===== src/rtl/misc_v_pkg.sv =====
// Shared types and constants for the MISC-V hazard scoreboard.
// Holds the scoreboard entry layout, the operand-select encoding and the
// performance counter width used by hazard_scoreboard and hazard_fwd_pick.
package misc_v_pkg;

    // Default register address width (8 architectural registers, r0 = zero).
    localparam int REG_AW_DEF = 3;

    // Destination field width inside a scoreboard entry. Sized for the widest
    // register file the controller supports; narrower addresses zero-extend.
    localparam int SB_RD_W = 8;

    // Operand select encoding: 0 = register file, k = scoreboard entry k-1.
    localparam int SEL_W = 3;
    localparam logic [SEL_W-1:0] SEL_RF = 3'd0;

    // Performance counter width.
    localparam int CNT_W = 32;

    // One in-flight instruction as seen by the hazard logic.
    typedef struct packed {
        logic               valid;
        logic               wr;
        logic               load;
        logic [SB_RD_W-1:0] rd;
    } sb_entry_t;

endpackage


===== src/rtl/hazard_fwd_pick.sv =====
// Youngest-match priority finder over the scoreboard entries.
// Reports whether any in-flight writer produces the given source register,
// the lowest (youngest) entry index that does, and whether it is a load.
module hazard_fwd_pick
    import misc_v_pkg::*;
#(
    parameter int REG_AW = REG_AW_DEF,
    parameter int DEPTH  = 3
) (
    input  sb_entry_t         entries [DEPTH],
    input  logic [REG_AW-1:0] src,
    input  logic              used,
    output logic              hit,
    output logic [SEL_W-1:0]  idx,
    output logic              isLoad
);

    logic [SB_RD_W-1:0] srcExt;
    logic [DEPTH-1:0]   matchVec;

    assign srcExt = SB_RD_W'(src);

    // Per-entry match: live writer of this register; r0 never matches.
    generate
        for (genvar gi = 0; gi < DEPTH; gi++) begin : gMatch
            assign matchVec[gi] = used
                                && (srcExt != '0)
                                && entries[gi].valid
                                && entries[gi].wr
                                && (entries[gi].rd == srcExt);
        end
    endgenerate

    // Priority select: scan oldest to youngest so the lowest index wins.
    always_comb begin
        hit    = 1'b0;
        idx    = '0;
        isLoad = 1'b0;
        for (int i = DEPTH - 1; i >= 0; i--) begin
            if (matchVec[i]) begin
                hit    = 1'b1;
                idx    = SEL_W'(i);
                isLoad = entries[i].load;
            end
        end
    end

endmodule


===== src/rtl/hazard_scoreboard.sv =====
// Hazard controller for the MISC-V in-order pipeline.
// A shifting scoreboard of in-flight destinations (entry 0 = EX) drives the
// registered EX forward selects, the combinational decode branch-comparator
// selects, load-use / branch-operand stalls and the post-jump flush window.
// Optional feature macro: HAZARD_PERF_CNT_EN adds stall_cnt / flush_cnt.
module hazard_scoreboard
    import misc_v_pkg::*;
#(
    parameter int REG_AW     = REG_AW_DEF,
    parameter int DEPTH      = 3,
    parameter int LOAD_LAT   = 1,
    parameter int BR_FWD_MIN = 2,
    parameter int FLUSH_LEN  = 1
) (
    input  logic              clk,
    input  logic              reset,
    input  logic              id_valid,
    input  logic [REG_AW-1:0] id_rs1,
    input  logic [REG_AW-1:0] id_rs2,
    input  logic              id_rs1_used,
    input  logic              id_rs2_used,
    input  logic [REG_AW-1:0] id_rd,
    input  logic              id_wr,
    input  logic              id_load,
    input  logic              id_branch,
    input  logic              id_jump,
    output logic [SEL_W-1:0]  fwd1_sel,
    output logic [SEL_W-1:0]  fwd2_sel,
    output logic [SEL_W-1:0]  bfwd1_sel,
    output logic [SEL_W-1:0]  bfwd2_sel,
    output logic              stall,
    output logic              flush
`ifdef HAZARD_PERF_CNT_EN
    ,
    output logic [CNT_W-1:0]  stall_cnt,
    output logic [CNT_W-1:0]  flush_cnt
`endif
);

    // Picker slots: two EX operands, then two branch comparator operands.
    localparam int NUM_PICK = 4;
    localparam int P_FWD1   = 0;
    localparam int P_FWD2   = 1;
    localparam int P_BFWD1  = 2;
    localparam int P_BFWD2  = 3;

    localparam logic [SEL_W-1:0] LOAD_LAT_IDX = SEL_W'(LOAD_LAT);
    localparam logic [SEL_W-1:0] BR_MIN_IDX   = SEL_W'(BR_FWD_MIN);
    localparam logic [1:0]       FLUSH_LOAD   = 2'(FLUSH_LEN);
    localparam logic [SEL_W-1:0] SEL_ONE      = SEL_W'(1);

    sb_entry_t         entryReg [DEPTH];
    sb_entry_t         entryNext0;

    logic [REG_AW-1:0] pickSrc  [NUM_PICK];
    logic              pickUsed [NUM_PICK];
    logic              pickHit  [NUM_PICK];
    logic [SEL_W-1:0]  pickIdx  [NUM_PICK];
    logic              pickLoad [NUM_PICK];

    logic [1:0]        flushCntReg;
    logic [1:0]        flushCntNext;
    logic [SEL_W-1:0]  fwd1Reg;
    logic [SEL_W-1:0]  fwd2Reg;
    logic [SEL_W-1:0]  fwd1Next;
    logic [SEL_W-1:0]  fwd2Next;

    logic              loadUseHaz;
    logic              branchHaz;
    logic              issue;
    logic              jumpTake;

    // Route decode sources to the pickers; branch pickers only see real branches.
    always_comb begin
        pickSrc[P_FWD1]   = id_rs1;
        pickSrc[P_FWD2]   = id_rs2;
        pickSrc[P_BFWD1]  = id_rs1;
        pickSrc[P_BFWD2]  = id_rs2;
        pickUsed[P_FWD1]  = id_rs1_used;
        pickUsed[P_FWD2]  = id_rs2_used;
        pickUsed[P_BFWD1] = id_rs1_used && id_branch && id_valid;
        pickUsed[P_BFWD2] = id_rs2_used && id_branch && id_valid;
    end

    generate
        for (genvar gi = 0; gi < NUM_PICK; gi++) begin : gPick
            hazard_fwd_pick #(
                .REG_AW (REG_AW),
                .DEPTH  (DEPTH)
            ) uPick (
                .entries (entryReg),
                .src     (pickSrc[gi]),
                .used    (pickUsed[gi]),
                .hit     (pickHit[gi]),
                .idx     (pickIdx[gi]),
                .isLoad  (pickLoad[gi])
            );
        end
    endgenerate

    // Hazard detection, issue/jump qualification and combinational selects.
    // A load whose youngest-match index is still below LOAD_LAT has not
    // produced data in time for the consumer's EX cycle; a branch operand
    // below BR_FWD_MIN cannot reach the decode comparator yet.
    always_comb begin
        loadUseHaz = (pickHit[P_FWD1] && pickLoad[P_FWD1] && (pickIdx[P_FWD1] < LOAD_LAT_IDX))
                  || (pickHit[P_FWD2] && pickLoad[P_FWD2] && (pickIdx[P_FWD2] < LOAD_LAT_IDX));
        branchHaz  = id_branch
                  && ((pickHit[P_BFWD1] && (pickIdx[P_BFWD1] < BR_MIN_IDX))
                   || (pickHit[P_BFWD2] && (pickIdx[P_BFWD2] < BR_MIN_IDX)));

        stall    = id_valid && (loadUseHaz || branchHaz);
        flush    = (flushCntReg != 2'd0);
        issue    = id_valid && !stall && !flush;
        jumpTake = id_jump && id_valid && !stall && !flush;

        bfwd1_sel = pickHit[P_BFWD1] ? (pickIdx[P_BFWD1] + SEL_ONE) : SEL_RF;
        bfwd2_sel = pickHit[P_BFWD2] ? (pickIdx[P_BFWD2] + SEL_ONE) : SEL_RF;
    end

    // Next scoreboard head, EX selects and flush counter.
    always_comb begin
        entryNext0 = '0;
        fwd1Next   = SEL_RF;
        fwd2Next   = SEL_RF;
        if (issue) begin
            entryNext0.valid = 1'b1;
            entryNext0.wr    = id_wr;
            entryNext0.load  = id_load;
            entryNext0.rd    = SB_RD_W'(id_rd);
            if (pickHit[P_FWD1]) begin
                fwd1Next = pickIdx[P_FWD1] + SEL_ONE;
            end
            if (pickHit[P_FWD2]) begin
                fwd2Next = pickIdx[P_FWD2] + SEL_ONE;
            end
        end

        flushCntNext = flushCntReg;
        if (jumpTake) begin
            flushCntNext = FLUSH_LOAD;
        end else if (flushCntReg != 2'd0) begin
            flushCntNext = flushCntReg - 2'd1;
        end
    end

    // Scoreboard shift, EX select registers and flush counter state.
    always_ff @(posedge clk) begin
        if (!reset) begin
            for (int i = 0; i < DEPTH; i++) begin
                entryReg[i] <= '0;
            end
            fwd1Reg     <= SEL_RF;
            fwd2Reg     <= SEL_RF;
            flushCntReg <= 2'd0;
        end else begin
            entryReg[0] <= entryNext0;
            for (int i = 1; i < DEPTH; i++) begin
                entryReg[i] <= entryReg[i-1];
            end
            fwd1Reg     <= fwd1Next;
            fwd2Reg     <= fwd2Next;
            flushCntReg <= flushCntNext;
        end
    end

    assign fwd1_sel = fwd1Reg;
    assign fwd2_sel = fwd2Reg;

`ifdef HAZARD_PERF_CNT_EN
    logic [CNT_W-1:0] stallCntReg;
    logic [CNT_W-1:0] flushCntPerfReg;

    // Saturating cycle counters for stall and flush activity.
    always_ff @(posedge clk) begin
        if (!reset) begin
            stallCntReg     <= '0;
            flushCntPerfReg <= '0;
        end else begin
            if (stall && (stallCntReg != {CNT_W{1'b1}})) begin
                stallCntReg <= stallCntReg + CNT_W'(1);
            end
            if (flush && (flushCntPerfReg != {CNT_W{1'b1}})) begin
                flushCntPerfReg <= flushCntPerfReg + CNT_W'(1);
            end
        end
    end

    assign stall_cnt = stallCntReg;
    assign flush_cnt = flushCntPerfReg;
`endif

endmodule


===== config.mk =====
export PLATFORM = sky130hd
export DESIGN_NAME = hazard_scoreboard
export DESIGN_NICKNAME = d
export VERILOG_FILES = /design/src/rtl/misc_v_pkg.sv /design/src/rtl/hazard_fwd_pick.sv /design/src/rtl/hazard_scoreboard.sv
export SDC_FILE = /design/constraint.sdc
export NUM_CORES = 1
export LEC_CHECK = 0
export BUFFER_PORTS_ARGS = -buffer_cell sky130_fd_sc_hd__buf_2
export CORE_AREA = 4 4 66 68
export CTS_CLUSTER_DIAMETER = 120
export DETAILED_ROUTE_END_ITERATION = 10
export DIE_AREA = 0 0 70 72
export PLACE_DENSITY = 0.78
export SYNTH_ARGS = -nofsm -noshare
export SYNTH_HDL_FRONTEND = slang
export SYNTH_HIERARCHICAL = 1
export SYNTH_SLANG_ARGS = --single-unit

===== constraint.sdc =====
create_clock -name clk -period 3.9 [get_ports clk]
set_clock_uncertainty 0.2 [all_clocks]
set_input_delay 0.78 -clock clk [delete_from_list [all_inputs] [get_ports clk]]
set_output_delay 0.78 -clock clk [all_outputs]
set_load 0.03 [all_outputs]

### Word level (Yosys, flattened, before mapping)

Cells that the tools add are included.
W data, S select, Z words.

| cells by class | value |
|---|---|
| equality and inequality tests | 6 |
| add/sub/neg operators | 5 |
| reductions and logical operators | 70 |
| bitwise operators | 1 |
| $lt $le $gt $ge | 4 |
| muxes and demuxes | 35 |

Operators by type and width:

| kind | number |
|---|---|
| $logic_and A1 B1 Y1 | 57 |
| $eq A8 B3 Y1 | 6 |
| $mux W2 | 12 |
| $mux W1 | 20 |
| $reduce_bool A8 Y1 | 2 |
| $add A3 B1 Y3 const B | 4 |
| $mux W11 | 1 |
| $lt A3 B1 Y1 const B | 2 |
| $lt A3 B2 Y1 const B | 2 |
| $mux W3 | 2 |
| $reduce_and A3 Y1 | 2 |
| $reduce_bool A2 Y1 | 2 |
| $logic_or A1 B1 Y1 | 3 |
| $logic_not A1 Y1 | 2 |
| $reduce_and A2 Y1 | 1 |
| $reduce_or A2 Y1 | 1 |
| $sub A2 B1 Y2 const B | 1 |
| $not A1 Y1 | 1 |

| word-level totals | value |
|---|---|
| logic and storage cells | 138 |
| flip-flop bits (word level) | 41 |

### Logic depth before layout (Yosys ltp)

| logic depth | value |
|---|---|
| depth after elaboration | 19 |
| gate-level depth with buffers | 10 |
| gate-level depth less buffers | 9 |

### Cells and area by module

Netlist, hierarchy kept.

Modules (own cells, without submodules):

| module | sequential area each (µm²) | cells each | times used | area each (µm²) |
|---|---|---|---|---|
| hazard_fwd_pick | 0.0 | 35 | 4 | 252.7 |
| hazard_scoreboard | 520.5 | 87 | 1 | 969.7 |

### Least setup slack after synthesis

Ideal clock, no wire load.

| timing | value |
|---|---|
| path type | input port to output port |
| start | in id_rs1[1] |
| end | out bfwd1_sel[2] |
| data required time | 2.920 ns |
| stages | 7 |
| arrival | 2.288 ns |
| buffers on the path | 0 |
| setup slack | 0.632 ns |
| cell sequence | o31a_1 and4_4 and3_4 nor3b_1 ha_1 xor2_1 and2_1 |

RTL lines:

| what | RTL line | RTL |
|---|---|---|
| start: declaration | hazard_scoreboard.sv:18 | `input logic [REG_AW-1:0] id_rs1,` |
| end: declaration | hazard_scoreboard.sv:29 | `output logic [SEL_W-1:0] bfwd1_sel,` |

==> summary.txt <==
Outcome
  • Status: completed

Setup path
  • R2r endpoint: fwd2_sel[2]
  • Crit-path max FO: 8
  • Crit path launch type: primary input
  • CP Cell Sequence: buf_2, o31a_1, and3_1, a211oi_1, o31a_1, nand4bb_1, o22ai_2, o21a_1, buf_2
  • Reg-to-Reg Start: entryReg[10]
  • CP required: 2.92 ns
  • CP max stage delay: 0.35 ns
  • R2R depth: 8
  • Reg2Reg Setup Slack: 1.15 ns
  • Critical-path top delay cell: o31a_1
  • CP Capture Type: output port
  • Worst Path Arrival: 2.68 ns
  • Kind of critical path: primary input to output port

STA
  • Period utilisation layout: 0.938
  • Final Hold Vio Count: 0
  • Max Freq: 273 MHz
  • WHS: 0.291 ns
  • # setup viols final: 0
  • Slew Limit Headroom: 0.650
  • Sum Neg Setup Slack: 0 ns
  • Worst Tran Pin Value: 0.522 ns
  • Final min period: 3.66 ns
  • RSZ-0062 raised after global routing: false
  • Max-slew violation count: 0

Routing
  • Initial DRC Count: 98
  • Total number of vias: 1720
  • Average vias per placed instance: 4.85
  • ANT nets after route: 0
  • Final wirelength: 4.34 mm
  • DRC: 0
  • WL/cell: 12.2 um
  • DR pass1 iterations: 4

Clock tree
  • Post-CTS Setup Repair Bufs: 0
  • Clock sinks: 26
  • Post-CTS Hold Buffers: 0
  • Worst-Skew Late Latency: 0.27 ns
  • H-tree depth: 1
  • Max Root-Sink Buffers: 2
  • CTS resizes: 0
  • CTS Buf Count: 3
  • Clk root buf: clkbuf_8
  • CTS tree: yes
  • Clk pin slew, worst setup/hold paths: 0.09 ns

Finish
  • Commonest non-fill, non-tap cell in the layout: conb_1
  • Final nets: 329
  • N_diodes: 0
  • Commonest non-fill, non-tap cells in the layout: conb_1 (64), buf_2 (31), dfxtp_1 (26)
  • Post-route cell area: 2380 sq um
  • Area Overhead vs Synth: 24.8%
  • Share of post-route cells with drive strength above 1: 0.154

Global route
  • GR Overflow Total: 0
  • Initial antenna violation count: 0
  • Largest net degree at the start of global routing: 17
  • First-pass GRT wire length: 7.34 mm
  • Vias in the first global route: 1646
  • GRT Total Usage: 0.183

Pwr
  • Leak pwr: 1.11 nW
  • PD cells: 288 nW/um^2
  • Max rail drop VDD: 0.212 mV

Place
  • IO buf count: 31
  • Area after DPL: 2310 sq um
  • Placer Congestion: 0.878
  • Detailed-placement wirelength estimate: 3.51 mm

Worst hold path
  • Hold Path Sink: entryReg[19]
  • Worst Min Path Start: entryReg[30]
  • Worst hold path type: flop to flop
  • Hold path depth: 1

Floorplan
  • Initial Util: 0.494
  • # IOs: 32
  • Total core area: 3860 sq um
  • Total die area: 5040 sq um
  • # rows: 23
  • Die Ht: 72 um
  • Die Wd: 70 um

Logic synthesis
  • Synth Cell Area: 1910 sq um
  • Cells after synthesis: 217
  • Syn Area/Cell: 8.78 sq um
  • Synth Warn #: 6

Run
  • Maxcap violations: 0
flip-flops by register name, indices dropped and copies added (netlist names):
register	cells
entryReg	18
fwd1_sel	3
fwd2_sel	3
flushCntReg	2
through the flow:
stage | power, W | instances | setup WS (ns) | util
2_1_floorplan | 0.000421 | 276 | 0.644 | -
3_3_place_gp | 0.000458 | 351 | 0.312 | 0.598
3_5_place_dp | 0.000464 | 351 | 0.304 | 0.598
4_1_cts | 0.000685 | 355 | 0.293 | 0.616
5_1_grt | 0.000726 | 355 | 0.0890 | 0.616
6_report | 0.000684 | 355 | 0.243 | 0.616
power breakdown:
part	leakage, nW	switching [W]	internal, W	total, W
sequential	0.211	0.0000209	0.000286	0.000307
combinational	0.861	0.0000865	0.0000654	0.000152
clock	0.0357	0.0000879	0.000137	0.000225
worst max-delay path by stage:
stage,slack (ns),to,from
finish,0.24,stall,id_rs2[1]
global route,0.09,bfwd1_sel[2],id_valid
CTS,0.29,stall,id_rs2[1]
detailed placement,0.30,bfwd1_sel[2],id_branch
global placement,0.31,bfwd1_sel[2],id_valid
floorplan,0.64,bfwd1_sel[2],id_rs1[1]
final cells by class:
type | count | area, sq um
Tap cell | 50 | 62.6
Clock inverter | 1 | 30.0
Sequential cell | 26 | 520
Multi-Input combinational cell | 241 | 1560
Fill cell | 368 | 1480
Inverter | 3 | 11.3
Clock buffer | 3 | 41.3
Timing Repair Buffer | 31 | 155
worst max-delay path, delay by kind of cell:
family	cells	cell delay (ns)
buffers and inverters	2	0.36
and+or+nand+nor	2	0.33
AOI/OAI and AO/OA	5	1.20
metal layers:
metal	wire length (um)	vias to the layer above	global-route usage	part of all wire
li1	-	887	-	-
met4	89	0	0.0809	0.021
met5	0	-	0	0
met3	206	8	0.0332	0.048
met1	1950	787	0.231	0.45
met2	2090	38	0.307	0.48
Power figures use the tool's default switching activity.
